<file path="config.mk">
export PLATFORM = sky130hd
export DESIGN_NAME = imem_loader_flat
export DESIGN_NICKNAME = d
export VERILOG_FILES = /design/src/rtl/imem_loader_if.sv /design/src/rtl/imem_loader.sv /design/src/flat_wrapper.sv
export SDC_FILE = /design/constraint.sdc
export NUM_CORES = 1
export LEC_CHECK = 0
export CAP_MARGIN = 20
export CORE_ASPECT_RATIO = 0.7
export CORE_MARGIN = 2
export CORE_UTILIZATION = 40
export CTS_BUF_LIST = sky130_fd_sc_hd__clkbuf_8
export DETAILED_ROUTE_END_ITERATION = 7
export GPL_ROUTABILITY_DRIVEN = 0
export PLACE_DENSITY = 0.62
export SETUP_SLACK_MARGIN = 0.3
export SYNTH_ARGS = -nofsm -noshare
export SYNTH_HDL_FRONTEND = slang
export SYNTH_SLANG_ARGS = --single-unit
export TNS_END_PERCENT = 30
</file>
<file path="constraint.sdc">
create_clock -name clk -period 2.6 [get_ports clk]
set_input_delay 0.52 -clock clk [delete_from_list [all_inputs] [get_ports clk]]
set_output_delay 0.52 -clock clk [all_outputs]
set_load 0.005 [all_outputs]
</file>
<file path="src/rtl/imem_loader_if.sv">
// Byte-stream, RAM-write and status signals of the instruction memory loader.
// master = stream source / system side, slave = imem_loader.
interface imem_loader_if #(
    parameter int N  = 32,
    parameter int AW = 7
);
    logic          start;
    logic [7:0]    word_count;
    logic [7:0]    byte_in;
    logic          byte_valid;
    logic          byte_ready;
    logic          wr_en;
    logic [AW-1:0] wr_addr;
    logic [N-1:0]  wr_data;
    logic          busy;
    logic          done;
    logic          cpu_reset;
    logic          chk_err;

    modport master (
        output start, word_count, byte_in, byte_valid,
        input  byte_ready, wr_en, wr_addr, wr_data, busy, done, cpu_reset, chk_err
    );

    modport slave (
        input  start, word_count, byte_in, byte_valid,
        output byte_ready, wr_en, wr_addr, wr_data, busy, done, cpu_reset, chk_err
    );
endinterface

</file>
<file path="src/rtl/imem_loader.sv">
// Assembles little-endian words from a byte stream, writes them into the instruction RAM and
// holds the core in reset until loading ends. Optional trailing checksum byte: IMEM_LOADER_CHECKSUM_EN.
module imem_loader #(
    parameter int N     = 32,
    parameter int DEPTH = 128,
    parameter int AW    = 7
) (
    input logic          clk,
    input logic          reset,
    imem_loader_if.slave bus
);
    localparam int NB  = N / 8;
    localparam int BCW = (NB > 1) ? $clog2(NB) : 1;
    localparam logic [AW:0] DEPTH_C = (AW+1)'(DEPTH);

`ifdef IMEM_LOADER_CHECKSUM_EN
    typedef enum logic [1:0] {IDLE = 2'd0, LOAD = 2'd1, DONE = 2'd2, CHECK = 2'd3} state_t;
`else
    typedef enum logic [1:0] {IDLE = 2'd0, LOAD = 2'd1, DONE = 2'd2} state_t;
`endif

    function automatic logic [AW:0] sat_count(input logic [7:0] wc);
        logic [AW:0] r;
        if ({24'd0, wc} > 32'(DEPTH)) begin
            r = DEPTH_C;
        end else begin
            r = (AW+1)'(wc);
        end
        return r;
    endfunction

`ifdef IMEM_LOADER_CHECKSUM_EN
    function automatic logic [7:0] csum_add(input logic [7:0] s, input logic [7:0] b);
        return s + b;
    endfunction
`endif

    state_t         state_q, state_d;
    logic [BCW-1:0] byte_cnt_q, byte_cnt_d;
    logic [AW:0]    word_cnt_q, word_cnt_d;
    logic [AW:0]    count_q, count_d;
    logic [N-9:0]   asm_q, asm_d;
    logic           wr_en_q, wr_en_d;
    logic [AW-1:0]  wr_addr_q, wr_addr_d;
    logic [N-1:0]   wr_data_q, wr_data_d;
    logic           busy_q, busy_d;
    logic           done_q, done_d;
    logic           byte_ready_q, byte_ready_d;
`ifdef IMEM_LOADER_CHECKSUM_EN
    logic [7:0]     sum_q, sum_d;
    logic           chk_err_q, chk_err_d;
`endif

    logic           accept_s;
    logic           last_byte_s;
    logic [N-1:0]   word_s;
    logic [AW:0]    word_cnt_inc_s;
    logic [AW:0]    start_cnt_s;

    // Next-state and next-output computation for the load sequencer.
    always_comb begin
        state_d        = state_q;
        byte_cnt_d     = byte_cnt_q;
        word_cnt_d     = word_cnt_q;
        count_d        = count_q;
        asm_d          = asm_q;
        wr_en_d        = 1'b0;
        wr_addr_d      = wr_addr_q;
        wr_data_d      = wr_data_q;
        busy_d         = busy_q;
        done_d         = done_q;
        byte_ready_d   = byte_ready_q;
`ifdef IMEM_LOADER_CHECKSUM_EN
        sum_d          = sum_q;
        chk_err_d      = chk_err_q;
`endif
        accept_s       = bus.byte_valid && byte_ready_q;
        last_byte_s    = (byte_cnt_q == BCW'(NB - 1));
        word_s         = {bus.byte_in, asm_q};
        word_cnt_inc_s = word_cnt_q + (AW+1)'(1);
        start_cnt_s    = sat_count(bus.word_count);

        case (state_q)
            IDLE, DONE: begin
                if (bus.start) begin
                    count_d    = start_cnt_s;
                    word_cnt_d = '0;
                    byte_cnt_d = '0;
                    asm_d      = '0;
`ifdef IMEM_LOADER_CHECKSUM_EN
                    sum_d      = 8'd0;
                    chk_err_d  = 1'b0;
`endif
                    if (start_cnt_s == '0) begin
                        state_d      = DONE;
                        done_d       = 1'b1;
                        busy_d       = 1'b0;
                        byte_ready_d = 1'b0;
                    end else begin
                        state_d      = LOAD;
                        done_d       = 1'b0;
                        busy_d       = 1'b1;
                        byte_ready_d = 1'b1;
                    end
                end else begin
                    state_d = state_q;
                end
            end
            LOAD: begin
                if (accept_s) begin
`ifdef IMEM_LOADER_CHECKSUM_EN
                    sum_d = csum_add(sum_q, bus.byte_in);
`endif
                    if (last_byte_s) begin
                        byte_cnt_d = '0;
                        wr_en_d    = 1'b1;
                        wr_addr_d  = word_cnt_q[AW-1:0];
                        wr_data_d  = word_s;
                        word_cnt_d = word_cnt_inc_s;
                        // byte_ready drops together with the final write strobe
                        if (word_cnt_inc_s == count_q) begin
`ifdef IMEM_LOADER_CHECKSUM_EN
                            state_d      = CHECK;
`else
                            state_d      = DONE;
                            done_d       = 1'b1;
                            busy_d       = 1'b0;
                            byte_ready_d = 1'b0;
`endif
                        end else begin
                            state_d = LOAD;
                        end
                    end else begin
                        byte_cnt_d = byte_cnt_q + BCW'(1);
                        for (int k = 0; k < NB - 1; k++) begin
                            if (BCW'(k) == byte_cnt_q) begin
                                asm_d[8*k +: 8] = bus.byte_in;
                            end else begin
                                asm_d[8*k +: 8] = asm_q[8*k +: 8];
                            end
                        end
                    end
                end else begin
                    state_d = LOAD;
                end
            end
`ifdef IMEM_LOADER_CHECKSUM_EN
            CHECK: begin
                if (accept_s) begin
                    chk_err_d    = (csum_add(sum_q, bus.byte_in) != 8'd0);
                    state_d      = DONE;
                    done_d       = 1'b1;
                    busy_d       = 1'b0;
                    byte_ready_d = 1'b0;
                end else begin
                    state_d = CHECK;
                end
            end
`endif
            default: begin
                state_d      = IDLE;
                done_d       = 1'b0;
                busy_d       = 1'b0;
                byte_ready_d = 1'b0;
            end
        endcase
    end

    // State and output registers with synchronous reset.
    always_ff @(posedge clk) begin
        if (reset) begin
            state_q      <= IDLE;
            byte_cnt_q   <= '0;
            word_cnt_q   <= '0;
            count_q      <= '0;
            asm_q        <= '0;
            wr_en_q      <= 1'b0;
            wr_addr_q    <= '0;
            wr_data_q    <= '0;
            busy_q       <= 1'b0;
            done_q       <= 1'b0;
            byte_ready_q <= 1'b0;
`ifdef IMEM_LOADER_CHECKSUM_EN
            sum_q        <= 8'd0;
            chk_err_q    <= 1'b0;
`endif
        end else begin
            state_q      <= state_d;
            byte_cnt_q   <= byte_cnt_d;
            word_cnt_q   <= word_cnt_d;
            count_q      <= count_d;
            asm_q        <= asm_d;
            wr_en_q      <= wr_en_d;
            wr_addr_q    <= wr_addr_d;
            wr_data_q    <= wr_data_d;
            busy_q       <= busy_d;
            done_q       <= done_d;
            byte_ready_q <= byte_ready_d;
`ifdef IMEM_LOADER_CHECKSUM_EN
            sum_q        <= sum_d;
            chk_err_q    <= chk_err_d;
`endif
        end
    end

    assign bus.byte_ready = byte_ready_q;
    assign bus.wr_en      = wr_en_q;
    assign bus.wr_addr    = wr_addr_q;
    assign bus.wr_data    = wr_data_q;
    assign bus.busy       = busy_q;
    assign bus.done       = done_q;
    assign bus.cpu_reset  = ~done_q;
`ifdef IMEM_LOADER_CHECKSUM_EN
    assign bus.chk_err    = chk_err_q;
`else
    assign bus.chk_err    = 1'b0;
`endif
endmodule
</file>
<file path="src/flat_wrapper.sv">
// flat-port wrapper written by rule: the top's interface ports become plain ports
module imem_loader_flat 
#(
    parameter int N     = 32,
    parameter int DEPTH = 128,
    parameter int AW    = 7
)
  (clk, reset, bus_start, bus_word_count, bus_byte_in, bus_byte_valid, bus_byte_ready, bus_wr_en, bus_wr_addr, bus_wr_data, bus_busy, bus_done, bus_cpu_reset, bus_chk_err);
  imem_loader_if #(.N(N), .AW(AW)) bus_i ();
  input logic clk;
  input logic reset;
  input wire logic [$bits(bus_i.start)-1:0] bus_start;
  input wire logic [$bits(bus_i.word_count)-1:0] bus_word_count;
  input wire logic [$bits(bus_i.byte_in)-1:0] bus_byte_in;
  input wire logic [$bits(bus_i.byte_valid)-1:0] bus_byte_valid;
  output wire logic [$bits(bus_i.byte_ready)-1:0] bus_byte_ready;
  output wire logic [$bits(bus_i.wr_en)-1:0] bus_wr_en;
  output wire logic [$bits(bus_i.wr_addr)-1:0] bus_wr_addr;
  output wire logic [$bits(bus_i.wr_data)-1:0] bus_wr_data;
  output wire logic [$bits(bus_i.busy)-1:0] bus_busy;
  output wire logic [$bits(bus_i.done)-1:0] bus_done;
  output wire logic [$bits(bus_i.cpu_reset)-1:0] bus_cpu_reset;
  output wire logic [$bits(bus_i.chk_err)-1:0] bus_chk_err;
  assign bus_i.start = bus_start;
  assign bus_i.word_count = bus_word_count;
  assign bus_i.byte_in = bus_byte_in;
  assign bus_i.byte_valid = bus_byte_valid;
  assign bus_byte_ready = bus_i.byte_ready;
  assign bus_wr_en = bus_i.wr_en;
  assign bus_wr_addr = bus_i.wr_addr;
  assign bus_wr_data = bus_i.wr_data;
  assign bus_busy = bus_i.busy;
  assign bus_done = bus_i.done;
  assign bus_cpu_reset = bus_i.cpu_reset;
  assign bus_chk_err = bus_i.chk_err;
  imem_loader #(.N(N), .DEPTH(DEPTH), .AW(AW)) u_core (.clk(clk), .reset(reset), .bus(bus_i));
endmodule
</file>
* After elaboration in Yosys (flattened, before gate mapping)
Index checks and enable logic that the tools add are counted.
Cells by class: add/sub/neg operators 2, magnitude comparators 1, equality and inequality tests 15, mux-type cells 35, bitwise operators 3, reduce and logical (&&, ||, !) cells 16
Operators by type and width (count):
- 24-bit two-way mux | 3
- 8-bit two-way mux | 7
- 24-bit case mux with 2 select lines | 1
- 2-bit two-way mux | 8
- 8-bit case mux with 2 select lines | 1
- 5-bit AND reduction | 3
- 2-bit by 1-bit inequality test with 1-bit output, second input constant | 6
- 1-bit two-way mux | 11
- 8-bit by 1-bit adder with 8-bit output, second input constant | 1
- 8-bit == test | 1
- 8-bit greater-than comparator, second input constant | 1
- 8-bit zero test | 1
- 2-bit case mux with 2 select lines | 2
- 4-bit AND reduction | 2
- 3-bit AND reduction | 2
- 2-bit == test, second input constant | 2
- 2-bit zero test | 2
- 2-bit inequality test, second input constant | 2
- 1-bit case mux with 2 select lines | 2
- 2-bit AND reduction | 2
- 3-bit inequality test, second input constant | 1
- 1-bit NOT | 3
- 3-bit OR reduction | 1
- 2-bit by 1-bit adder with 2-bit output, second input constant | 1
- other kinds (6) | 6
Word-level totals: flip-flop bits (word level) 86, input port bits 20, output and inout port bits 45, word-level logic and storage cells 84

* Depth between registers and ports, before layout
Gate-level depths: netlist of run 1.
depth in word-level cells 6, gate-level depth with buffers 9, gate-level depth less buffers 7

* Worst setup path before layout of run 1
Ideal clock, no wire load.
path kind reg-to-reg, start register u_core.word_cnt_q[0], end register u_core.state_q[1], setup time 0.116 ns, data arrival time 1.648 ns, data required time 2.484 ns, setup slack 0.836 ns, stages on the path, launching flop included 8, buffers on the path 0, cells stage by stage dfxtp_1 > ha_1 > and3_4 > mux2_4 > a221oi_2 > a211o_2 > o21ai_2 > a31o_1
On the way: word-level cells in the longest chain between the ends 6
RTL lines:
- start, declared | RTL line imem_loader.sv:40 | logic [AW:0] word_cnt_q, word_cnt_d;
- start signal, assigned | RTL line imem_loader.sv:190 | word_cnt_q <= word_cnt_d;
- 8-bit by 1-bit adder with 8-bit output | RTL line imem_loader.sv:80 | word_cnt_inc_s = word_cnt_q + (AW+1)'(1);
- 8-bit == test | RTL line imem_loader.sv:121 | if (word_cnt_inc_s == count_q) begin
- 2-bit two-way mux | RTL line imem_loader.sv:121
- 2-bit two-way mux | RTL line imem_loader.sv:114 | if (last_byte_s) begin
- 2-bit two-way mux | RTL line imem_loader.sv:110 | if (accept_s) begin
- 2-bit case mux with 2 select lines | RTL line imem_loader.sv:83 | case (state_q)
- end signal, assigned | RTL line imem_loader.sv:188 | state_q <= state_d;
- end, declared | RTL line imem_loader.sv:38 | state_t state_q, state_d;
Every way passes these cells. The select of a mux whose other input is x is not followed. A chain may end at the register's enable or synchronous reset.

* Worst setup path after layout of run 1
start input bus_word_count[7], end register u_core.done_q, in the netlist u_core.bus.done
On the way: word-level cells in the longest chain between the ends 6
RTL lines:
- start, declared | RTL line flat_wrapper.sv:13 | input wire logic [$bits(bus_i.word_count)-1:0] bus_word_count;
- 8-bit greater-than comparator | RTL line imem_loader.sv:24 | if ({24'd0, wc} > 32'(DEPTH)) begin
- 8-bit two-way mux * | RTL line imem_loader.sv:24
- 8-bit zero test * | RTL line imem_loader.sv:94 | if (start_cnt_s == '0) begin
- 1-bit two-way mux * | RTL line imem_loader.sv:94
- 1-bit two-way mux * | RTL line imem_loader.sv:85 | if (bus.start) begin
- 1-bit case mux with 2 select lines * | RTL line imem_loader.sv:83
- end signal, assigned | RTL line imem_loader.sv:197 | done_q <= done_d;
- end, declared | RTL line imem_loader.sv:47 | logic done_q, done_d;
Every way passes the cells marked *; elsewhere a longest branch is shown, timed or not. The select of a mux whose other input is x is not followed.

==> results of run 1 <==
[per-layer routing]
layer / track usage, % / up-vias / part of all wire [%]
li1: - / 1521 / -
met1: 25.7 / 1346 / 51
met2: 24.7 / 91 / 39
met3: 6.22 / 8 / 9.0
met4: 4.71 / 0 / 0.98
met5: 0 / - / 0
[state kept, by name (all words and copies together), names as in the netlist]
name / flops
u_core.asm_q: 24
u_core.bus.byte_ready: 1
u_core.bus.done: 1
u_core.bus.wr_addr: 7
u_core.bus.wr_data: 32
u_core.bus.wr_en: 1
u_core.byte_cnt_q: 2
u_core.count_q: 8
u_core.state_q: 2
u_core.word_cnt_q: 8
[synthesized netlist by cell type (all sizes together)]
cell type,number
and2b,1
a21oi,50
a221oi,2
nor2b,6
clkbuf,13
a311oi,2
a32oi,1
o21ai,15
a31oi,2
mux2i,28
a21boi,1
dfxtp,86
nor4,3
xnor2,6
inv,4
buf,14
nand2b,4
nor3b,7
conb,1
nand3,6
ha,5
a31o,2
nand2,88
nor2,45
a2111oi,1
nor3,3
xor2,4
and3,5
and2,11
o31ai,3
mux2,1
a211o,1
and4,1
a22o,1
[kinds of logic (layout without fill, tap and decap cells)]
group / Yosys count / after routing / synth area share, %
buf+inv: 31 / 89 / 4.21
compound gates: 81 / 81 / 13.5
simple gates: 180 / 180 / 22.4
fa+ha+maj: 5 / 5 / 1.72
flops: 86 / 86 / 47.5
mux: 29 / 29 / 8.14
xor+xnor: 10 / 10 / 2.41
other cells: 1 / 1 / 0.103
[final timing paths]
check                        from  cells past startpoint                    end  slack, ps
max             bus_word_count[7]                      5        u_core.bus.done        610
min               u_core.asm_q[0]                      2  u_core.bus.wr_data[0]        450
min reg2reg       u_core.asm_q[0]                      2  u_core.bus.wr_data[0]        450
max reg2reg  u_core.word_cnt_q[1]                      7  u_core.bus.byte_ready        610
[worst max-delay path: cells and delay by family]
family,cells,cell delay [ps]
simple gates,1,430
buf+inv,1,550
compound gates,3,800
[per-stage QoR]
stage	instance area (sq um)	hold WS, ps	utilization (%)	power (mW)	std cells
floorplan	3630	432	-	1.53	423
global route	4530	475	50.8	2.69	605
CTS	4530	458	50.8	2.61	605
detailed placement	4320	445	48.4	1.60	590
finish	4530	454	50.8	2.59	605
global placement	4320	442	48.4	1.60	590
[power by group through the flow]
| stage | Sequential, mW | Clock, mW | Combinational (mW) |
|---|---|---|---|
| floorplan | 1.38 | 0 | 0.143 |
| finish | 1.36 | 1.02 | 0.217 |
| detailed placement | 1.39 | 0 | 0.215 |
| global route | 1.36 | 1.10 | 0.238 |
| global placement | 1.39 | 0 | 0.213 |
| CTS | 1.36 | 1.04 | 0.216 |
[layout make-up]
class / count / area share (%)
clock buffer: 9 / 2.73
sequential: 86 / 38.0
tap: 124 / 3.42
multi-input combinational: 306 / 38.7
clock inverter: 6 / 1.93
inverter: 4 / 0.331
timing repair buffer: 70 / 15.0
==> flow_results.org, run 1 <==
** Outcome
- Status :: completed

** Clock network
- The clock reaches the later pin of the worst-skew pair after 360 ps.
- For this design, the CTS-stage hold fixing added 0 buffers.
- Total of cells resized after clock tree synthesis :: 0
- Clock buffer count from CTS :: 9
- TritonCTS clock tree :: built
- Buffer type at the clock tree root :: sky130_fd_sc_hd__clkbuf_8
- The clock net in this run drives a total of 86 sinks.
- Post-CTS repair timing setup buffer count :: 0
- Clock transition at the registers of the reported paths :: 90 ps
- Clock tree buffer depth :: 2
- Htree depth :: 3

** Synthesis
- Dividing the synthesized area by the synthesized cell count gives 8.58 sq um.
- Counting flops and latches in the post-synthesis netlist gives 86.
- The share of synthesized area in the top cell type comes to 47.5%.
- Cell variety after synth :: 46
- For this run, the number of Yosys warnings is 0.
- Number of nets produced by synthesis :: 448
- Synthesis produced 423 cells.
- sky130_fd_sc_hd__dfxtp_1 takes more of the synthesized area than any other cell.
- Synthesized area :: 3630 sq um
- For this run, the register share of the synthesized area comes to 47.5%.
- Most area-consuming cells after synthesis :: sky130_fd_sc_hd__dfxtp_1 (47%), sky130_fd_sc_hd__nand2_1 (9.1%), sky130_fd_sc_hd__mux2i_1 (7.7%)

** Drt
- For this run, design rule violations remaining after detail routing come to 0.
- After detailed routing, the average wire length per cell comes to 13.9 microns.
- Summed over all layers, the routed wires come to 8.41 mm.
- Number of routed nets with antenna violations :: 0
- In the routed layout, each cell is associated on average with a via count of 4.90.
- The detailed router placed 2966 vias in this run.
- Violation count after the first detailed-routing iteration :: 154
- 1st-pass router iterations :: 4

** Worst setup path
- The worst setup path is launched from a primary input.
- At the worst endpoint, the required time is 2900 ps.
- The signal on the critical path passes through clkdlybuf4s50_1 > nor4_1 > a21oi_1 > a2111oi_0 > a31o_1.
- Arrival time worst endpoint :: 2300 ps
- The critical path is of the in -> reg type.
- Highest-delay cell along the critical path :: sky130_fd_sc_hd__clkdlybuf4s50_1
- In this design, the stage delay of the slowest critical-path cell is 550 ps.
- Critical Path End Type :: flop
- Along the worst path, the maximum fanout reaches 9.

** Cells and area
- After the last flow step, the layout net total stands at 502.
- Leaving out fill and tap cells, the most frequent cells in the layout are sky130_fd_sc_hd__nand2_1 (88), sky130_fd_sc_hd__dfxtp_1 (86), sky130_fd_sc_hd__clkdlybuf4s50_1 (62).
- Leaving out fill and tap cells, the most frequent cell in the layout is sky130_fd_sc_hd__nand2_1.
- Registers take 1720 sq um.
- Summing all multi-input logic gate instances after layout gives 1750 sq um.
- Antenna Cells :: 0
- After filler insertion, the fill cell instance count of the layout stands at 851.
- Area overhead of the layout relative to synthesis :: 25.0%
- Share of post-route cells with drive strength above 1 :: 8.11%

** Floorplanning
- The die is 118 microns wide.
- The die covers 9860 sq um.
- Number of top-level pins :: 65
- Std-Cell Core Area :: 8930 sq um
- Measured along the y axis, the die boundary spans 83.7 microns.
- Count of standard-cell rows :: 29
- Starting density of the core :: 40.6%

** Power and ir drop
- Sequential cells burn 52.4% of the power.
- For this design the ratio of total power to cell area is 571 nW/um^2.
- In this run the power spent charging and discharging nets is 616 uW.
- Design internal power :: 1.97 mW
- In this run, the combinational gates consume 8.4% of the power.
- The worst-case IR drop observed on VDD is 0.197 mV.
- Clock power frac :: 39.2%
- Leakage power total :: 1.70 nW
- Fraction of power spent switching nets :: 23.8%

** STA
- In this run the tightest slew margin relative to its limit is 59.1%.
- RSZ-0062 raised after global routing :: no
- Post-route setup TNS :: 0 ps
- The number of max-slew violations in the final report is 0.
- Setup slack closes at 606 ps.
- Final setup vio count :: 0
- Post-route minimum period :: 1990 ps
- Achievable clock frequency :: 0.501 GHz
- Clock skew after layout :: 8.13 ps
- At the pin with the least slew margin, the transition time is 614 ps.
- In the finished design, the share of the clock period the worst path needs comes to 76.7%.
- The number of failing hold endpoints at the final stage was 0.

** Global route
- Total congestion overflow after global routing :: 0
- The number of antenna violations at the first check in global routing was 0.
- Largest net degree at the start of global routing :: 54
- GR Util All Layers :: 17.7%
- Number of global-route vias before repair :: 2865
- The first global-routing pass estimated 14.1 mm of wire.

** Hold path
- The tightest min-delay check is of the reg -> reg type.

** Placed design
- The count of buffers added on input and output ports is 63.
- Before CTS, the worst setup slack after placement is 258 ps.
- The wire-length estimate of the detail-placed layout is 5.78 mm.

** Flow run
- Max-cap violations in this run came to 0.
Note: power is estimated with default switching activity, not from simulation.
==> run 2, diff against run 1 <==
==> constraint.sdc (replaced) <==
create_clock -name clk -period 2.1 [get_ports clk]
set_input_delay 0.42 -clock clk [delete_from_list [all_inputs] [get_ports clk]]
set_output_delay 0.42 -clock clk [all_outputs]
set_load 0.005 [all_outputs]
==> run 2 against run 1 <==
  * Critical endpoint is now u_core.bus.byte_ready
  * Final cell count grew 1.7%
  * Via count is 2.2% higher
  * Sequential share of layout area down 1.1 points
  * Clock skew grew 3.6 ps
  * Power increased by 16%
  * Critical path depth is 2 higher
  * Clock-buffer cell count unchanged
  * Utilization up 1.5 points
  * Combinational power is 35% higher
  * Hold slack improved by 2.6 ps
  * Cell area is 3.0% higher
==> flow_results.org, run 2 (synthesis gave the netlist of run 1 again) <==
** STA
- Worst Setup Slack, final :: 302 ps (-304 ps)
- Post-route minimum period :: 1800 ps
- Hold Vio Cnt, Final :: 0 (unchanged)
- Based on the critical path, the design can be clocked at up to 0.556 GHz.
- Final setup vio count :: 0 (unchanged)
- RSZ-0062 raised after global routing :: yes
- Clock skew after layout :: 11.8 ps (+3.64 ps)
- Final number of max-transition violations :: 0 (unchanged)
- Dividing the final minimum period by the clock period gives 85.6%.

** Hold path
- WHS Endpoint :: u_core.bus.wr_data[15]
- Worst hold-check path type :: reg -> reg
- Startpoint of the tightest hold check path :: u_core.bus.wr_data[15]
- Number of stages on the worst hold path :: 2 (unchanged)

** Worst setup path
- Reg-to-reg critical path startpoint :: u_core.word_cnt_q[1]
- CP required :: 2320 ps (-580 ps)
- Critical path startpoint category :: flop
- The worst setup path is captured at a flop.
- Largest driver fanout on the critical path :: 5 (-4)
- Arrival time worst endpoint :: 2020 ps (-280 ps)
- Reg2Reg Setup Slack :: 300 ps (-300 ps)
- The worst register-to-register path ends at u_core.bus.byte_ready.
- Depth of the worst register-to-register path :: 7 (unchanged)
- Critical path type :: reg -> reg

** Drt
- Vias per inst :: 4.93 (+0.53%)
- The routed via count is 3031 (+2.2%).
- Post-detailed-route wirelength per cell :: 13.5 microns (-3.1%)
- The iteration-0 DRC count of the detailed router came to 149 (-3.2%).
- The total wirelength of the detailed-routed design is 8.28 mm (-1.5%).
- The number of routed nets with antenna violations was 0 (unchanged).
- The DRC violation count after routing came to 0 (unchanged).
- 1st-pass router iterations :: 5 (+1)

** Floorplanning
- Chip Height :: 83.7 microns (unchanged)
- The number of placement rows was 29 (unchanged).
- Starting density of the core :: 40.6% (unchanged)
- The die outline width came to 118 microns (unchanged).
- Std-Cell Core Area :: 8930 sq um (unchanged)
- The number of top-level pins is 65 (unchanged).
- Die Outline Area :: 9860 sq um (unchanged)

** Power and ir drop
- The power density of the placed cells was 644 nW/um^2 (+13%).
- Worst IR Drop VDD :: 0.394 mV (+100%)
- Leakage power total :: 1.75 nW (+2.8%)

** Placed design
- Total half-perimeter wirelength after legalization and detailed placement :: 5.83 mm (+0.91%)
- DP Worst Slack :: -54.4 ps (-312 ps)
- Placed cell area :: 4380 sq um (+1.3%)
- The number of input and output port buffers inserted was 63 (unchanged).
- The number of placed cells counting well taps came to 596 (+1.0%).

** Global route
- The met1 global-route usage came to 25.9% (+0.17 points).
- The maximum number of pins on one net before global-route repair came to 66 (+22%).
- The via count of the first global-routing pass came to 2854 (-0.38%).
- The total overflow reported by the global router is 0 (unchanged).
- Most Used Layer, Global Route :: met1
- The number of antenna violations at the first check in global routing was 0 (unchanged).
- The wire length of the first global-routing pass was 13.9 mm (-1.2%).
- The global routing met3 resource utilization is 5.12% (-1.1 points).
- GR Util All Layers :: 17.4% (-0.29 points)
- Global-route met2 utilization :: 24.6% (-0.16 points)

** Cells and area
- Commonest cells after routing, fill and taps aside :: sky130_fd_sc_hd__nand2_1 (87), sky130_fd_sc_hd__dfxtp_1 (84), sky130_fd_sc_hd__clkdlybuf4s50_1 (62)
- Leaving out fill and tap cells, the most frequent cell in the layout is sky130_fd_sc_hd__nand2_1.
- The final standard cell count with taps included and fillers excluded is 615 (+1.7%).
- The number of nets in the layout is 511 (+1.8%).
- Post-route cell area :: 4670 sq um (+3.0%)
- Area overhead of the layout relative to synthesis :: 28.8%
- Antenna Cells :: 0 (unchanged)
- Flip-flop count of the largest register after layout :: 32 (unchanged)
- Share of post-route cells with drive strength above 1 :: 12.4% (+4.3 points)

** Clock network
- Clock buffer count from CTS :: 9 (unchanged)
- The deepest clock path buffer count was 2 (unchanged).
- The clock transition at the register clock pins on the worst setup and hold paths after CTS was 90 ps (about the same).
- TritonCTS Sinks :: 86 (unchanged)
- Htree depth :: 3 (unchanged)
- Clock network latency to the later pin of the worst-skew pair :: 350 ps (about the same)
- Hold_buf cts :: 0 (unchanged)
- TritonCTS built the clock tree.
- The tree is rooted in a sky130_fd_sc_hd__clkbuf_8.

** Flow run
- Max-cap violations :: 0 (unchanged)

** Outcome
- Status :: completed
==> run 2: timing repair <==
action	in CTS	in global routing
pin swaps	1	0
cloned	0	0
endpoints found under the setup margin	7	57
resized for setup	8	10
endpoints found under the hold margin	0	0
buffers inserted	1	2
==> run 2: worst max-delay path by stage <==
| stage | start | endpoint | slack (ps) | cells after the start |
|---|---|---|---|---|
| detailed placement | bus_byte_valid | u_core.word_cnt_q[7] | -50 | 7 |
| global route | u_core.word_cnt_q[1] | u_core.bus.byte_ready | 220 | 7 |
| floorplan | u_core.word_cnt_q[0] | u_core.state_q[1] | 340 | 7 |
| finish | u_core.word_cnt_q[1] | u_core.bus.byte_ready | 300 | 7 |
| CTS | u_core.byte_cnt_q[1] | u_core.asm_q[5] | 290 | 5 |
| global placement | bus_word_count[4] | u_core.bus.done | -30 | 6 |
==> run 2: through the flow <==
step           power, mW  setup TNS (ps)  util, %  hold WS, ps
6_report            3.01               0     52.3          457
5_1_grt             3.15               0     52.3          471
4_1_cts             3.04               0     51.7          444
3_5_place_dp        1.99            -261     49.1          446
3_3_place_gp        1.99           -25.2     49.1          438
2_1_floorplan       1.89               0        -          432
==> run 2: per-layer routing <==
metal  part of all wire [%]  routed length, microns
met2                     41                    3370
met1                     53                    4410
met4                   0.93                      77
met5                      0                       0
met3                    5.1                     423
==> run 2: final cells by class <==
class                           instances  area, sq um
Tap cell                              124          155
Inverter                                4         15.0
Clock inverter                          7         50.0
Multi-Input combinational cell        306         1850
Timing Repair Buffer                   79          758
Fill cell                             879         4250
Clock buffer                            9          124
Sequential cell                        86         1720
==> run 2: power by group <==
| part | internal (mW) | switching, mW |
|---|---|---|
| Clock | 0.434 | 0.604 |
| Sequential | 1.66 | 0.0217 |
| Combinational | 0.140 | 0.154 |
==> run 2: critical path: stages, from the launching register on <==
cell,delay [ps]
sky130_fd_sc_hd__dfxtp_2,360
sky130_fd_sc_hd__ha_4,190
sky130_fd_sc_hd__and3_4,190
sky130_fd_sc_hd__and3_2,250
sky130_fd_sc_hd__xnor2_2,170
sky130_fd_sc_hd__nor3_4,250
sky130_fd_sc_hd__and3_4,220
sky130_fd_sc_hd__a221oi_2,50
==> run 3, diff against run 2 <==
--- a/config.mk
+++ b/config.mk
@@ -8,11 +8,11 @@
 export CAP_MARGIN = 20
 export CORE_ASPECT_RATIO = 0.7
 export CORE_MARGIN = 2
-export CORE_UTILIZATION = 40
+export CORE_UTILIZATION = 39
 export CTS_BUF_LIST = sky130_fd_sc_hd__clkbuf_8
 export DETAILED_ROUTE_END_ITERATION = 7
 export GPL_ROUTABILITY_DRIVEN = 0
-export PLACE_DENSITY = 0.62
+export PLACE_DENSITY = 0.6
 export SETUP_SLACK_MARGIN = 0.3
 export SYNTH_ARGS = -nofsm -noshare
 export SYNTH_HDL_FRONTEND = slang
==> run 3 against run 2 <==
  * Sequential share of layout area up 0.21 points
  * Register-to-register slack worse by 30 ps
  * Critical path depth unchanged
  * Clock skew down 2.1 ps
  * Utilization down 0.92 points
  * First-iteration DRC count up 27%
  * Routed wire length up 4.0%
  * Highest routed layer unchanged
  * Critical path type unchanged
  * Cell area down 0.56%
  * Power up 7.0%
  * Flip-flop and latch count unchanged
  * Hold slack worse by 12 ps
  * Setup slack worse by 35 ps
==> flow_results.org, run 3 (synthesis gave the netlist of run 1 again) <==
** Outcome
- The run finished with clean final reports.

** Flow run
- Max-cap violations :: 0 (unchanged)

** Worst setup path
- Reg-to-reg critical path startpoint :: u_core.word_cnt_q[1]
- The worst-case reg-to-reg path depth came to 7 (unchanged).
- The required time at the worst-slack endpoint came to 2360 ps (+40 ps).
- The maximum net fanout on the critical path came to 5 (unchanged).
- The worst setup path is launched from a flop.
- Critical path type :: reg -> reg
- The setup slack on the worst flop-to-flop path was 270 ps (-30 ps).
- STA classifies the critical path endpoint as a flop.
- In this run the critical register-to-register path is captured at u_core.state_q[1].
- The arrival time at the worst endpoint came to 2090 ps (+70 ps).
- Worst Setup SP :: u_core.word_cnt_q[1]

** Global route
- The global-route usage over all layers is 17.8% (+0.40 points).
- The number of antenna violations at the first check in global routing came to 0 (unchanged).
- The total overflow reported by the global router came to 0 (unchanged).
- First-pass GRT wire length :: 14.1 mm (+1.4%)
- The via count of the first global-routing pass was 2837 (-0.60%).
- Largest net degree at the start of global routing :: 42 (-36%)

** Placed design
- The total cell area at the placement stage was 4380 sq um (-0.11%).
- The number of input and output port buffers inserted is 63 (unchanged).
- Total half-perimeter wirelength after legalization and detailed placement :: 6.01 mm (+3.0%)

** Cells and area
- The final instance area is 4650 sq um (-0.56%).
- Leaving out fill and tap cells, the most frequent cell in the layout is sky130_fd_sc_hd__nand2_1.
- Commonest cells after routing, fill and taps aside :: sky130_fd_sc_hd__nand2_1 (87), sky130_fd_sc_hd__dfxtp_1 (84), sky130_fd_sc_hd__clkdlybuf4s50_1 (62)
- Flip-flop count of the largest register after layout :: 32 (unchanged)
- The number of nets in the layout came to 510 (-0.20%).
- Share of post-route cells with drive strength above 1 :: 11.2% (-1.2 points)
- The area growth from synthesis to layout is 28.1%.
- The number of diodes is 0 (unchanged).

** Power and ir drop
- The logic gate share of total power is 8.9% (-0.9 points).
- Fraction of power spent switching nets :: 23.5% (-2.4 points)
- Design internal power :: 2.46 mW (+11%)
- Total power divided by cell area :: 693 nW/um^2 (+7.6%)
- The share of total power in sequential cells is 52.1% (-3.7 points).
- Clock power frac :: 39.0% (+4.5 points)
- The net switching power of the design was 757 uW (-3.0%).
- Worst IR Drop VDD :: 0.318 mV (-19%)
- Leakage power total :: 1.75 nW (+0.18%)

** STA
- The post-route fraction of the period consumed by the critical path came to 87.3% (+1.7 points).
- Clock skew after layout :: 9.65 ps (-2.12 ps)
- Post-route minimum period :: 1830 ps (+34.7 ps)
- Setup repair after global routing could not meet its margin everywhere.
- The count of final setup violators came to 0 (unchanged).
- The number of failing hold endpoints at the final stage is 0 (unchanged).
- The number of max-slew violations in the final report is 0 (unchanged).
- The maximum clock rate came to 0.546 GHz (-1.9%).
- The worst slack on hold paths was 445 ps (-11.8 ps).

** Clock network
- Clock buffer count from CTS :: 9 (unchanged)
- TritonCTS built the clock tree.
- Clock transition at the registers of the reported paths :: 90 ps (about the same)
- Htree depth :: 3 (unchanged)
- The clock latency at the later pin of the worst-skew pair was 360 ps (about the same).
- The deepest clock path buffer count came to 2 (unchanged).
- The clock sink count came to 86 (unchanged).
- Buffer type at the clock tree root :: sky130_fd_sc_hd__clkbuf_8
- The hold-fix buffer count after cts was 0 (unchanged).

** Drt
- # DRC :: 0 (unchanged)
- Number of vias in the routed layout :: 3062 (+1.0%)
- The iteration-0 DRC count of the detailed router came to 189 (+27%).
- Detailed-route wire length :: 8.61 mm (+4.0%)
- The number of routed nets with antenna violations is 0 (unchanged).
- The per-cell routed wire length was 14.0 microns (+4.2%).
- 1st-pass router iterations :: 4 (-1)
- The detailed-route vias per instance was 4.99 (+1.2%).

** Floorplanning
- The core area came to 9030 sq um (+1.2%).
- Die Outline Area :: 10100 sq um (+2.5%)
- The die height was 84.7 microns (+1.2%).
- The effective utilization at floorplan came to 40.1% (-0.49 points).
- The die outline width was 119 microns (+1.2%).
- Number of top-level pins :: 65 (unchanged)
- Count of standard-cell rows :: 29 (unchanged)

** Hold path
- The worst hold path depth is 2 (unchanged).
- The worst hold path begins at reset.
- WHS Endpoint :: u_core.count_q[4]
- In this run the worst hold path is classified as in -> reg.
run 3: cell types whose count changed in the layout (fill, tap and decap cells not counted), sizes merged:
cell | previous run | this run
buf | 17 | 16
bufinv | 0 | 1
clkbuf | 9 | 13
clkinvlp | 2 | 0
inv | 7 | 4
run 3: what timing repair did:
action | CTS | global route
setup buffers | 1 | 0
pin swaps | 1 | 1
setup endpoints to repair | 9 | 34
gates resized for setup | 4 | 6
run 3: layout make-up:
class,count,area [sq um]
Clock buffer,13,179
Sequential cell,86,1720
Inverter,4,15.0
Clock inverter,3,40.0
Fill cell,833,4390
Tap cell,124,155
Multi-Input combinational cell,306,1790
Timing Repair Buffer,78,738
run 3: how the worst max path moves through the flow:
stage	endpoint	slack [ps]	cells past startpoint
after detailed placement	u_core.word_cnt_q[5]	-10	7
after global placement	u_core.word_cnt_q[5]	30	7
after CTS	u_core.asm_q[20]	300	5
after floorplan	u_core.state_q[1]	340	7
after global routing	u_core.state_q[1]	250	7
final	u_core.state_q[1]	270	7
run 3: power by group through the flow:
stage / combinational (mW) / sequential (mW) / clock (mW)
global placement: 0.268 / 1.72 / 0
floorplan: 0.177 / 1.71 / 0
global route: 0.312 / 1.68 / 1.36
detailed placement: 0.271 / 1.72 / 0
finish: 0.285 / 1.68 / 1.26
CTS: 0.278 / 1.68 / 1.29
run 3: worst max-delay path, cell delays in order, from the launching register on:
cell and delay, ps:
sky130_fd_sc_hd__dfxtp_2 360, sky130_fd_sc_hd__ha_2 210, sky130_fd_sc_hd__and3_4 200, sky130_fd_sc_hd__mux2_4 280
sky130_fd_sc_hd__a221oi_2 230, sky130_fd_sc_hd__a211o_2 160, sky130_fd_sc_hd__o21ai_4 90, sky130_fd_sc_hd__a31o_1 200
run 3: layer usage:
metal	routed length (microns)	vias up	track usage (%)	part of all wire, %
met3	649	5	6.59	7.5
met1	4460	1419	25.9	52
met2	3420	93	24.6	40
li1	-	1545	-	-
met5	0	-	0	0
met4	81	0	4.76	0.94
run 3: metrics by stage:
| step | util (%) | setup WS (ps) | TNS, ps | total power, mW | cells |
|---|---|---|---|---|---|
| 2_1_floorplan | - | 336 | 0 | 1.89 | 423 |
| 3_3_place_gp | 48.4 | 26.3 | 0 | 1.98 | 597 |
| 3_5_place_dp | 48.4 | -9.97 | -9.97 | 1.99 | 597 |
| 4_1_cts | 51.1 | 300 | 0 | 3.25 | 614 |
| 5_1_grt | 51.4 | 245 | 0 | 3.36 | 614 |
| 6_report | 51.4 | 267 | 0 | 3.22 | 614 |
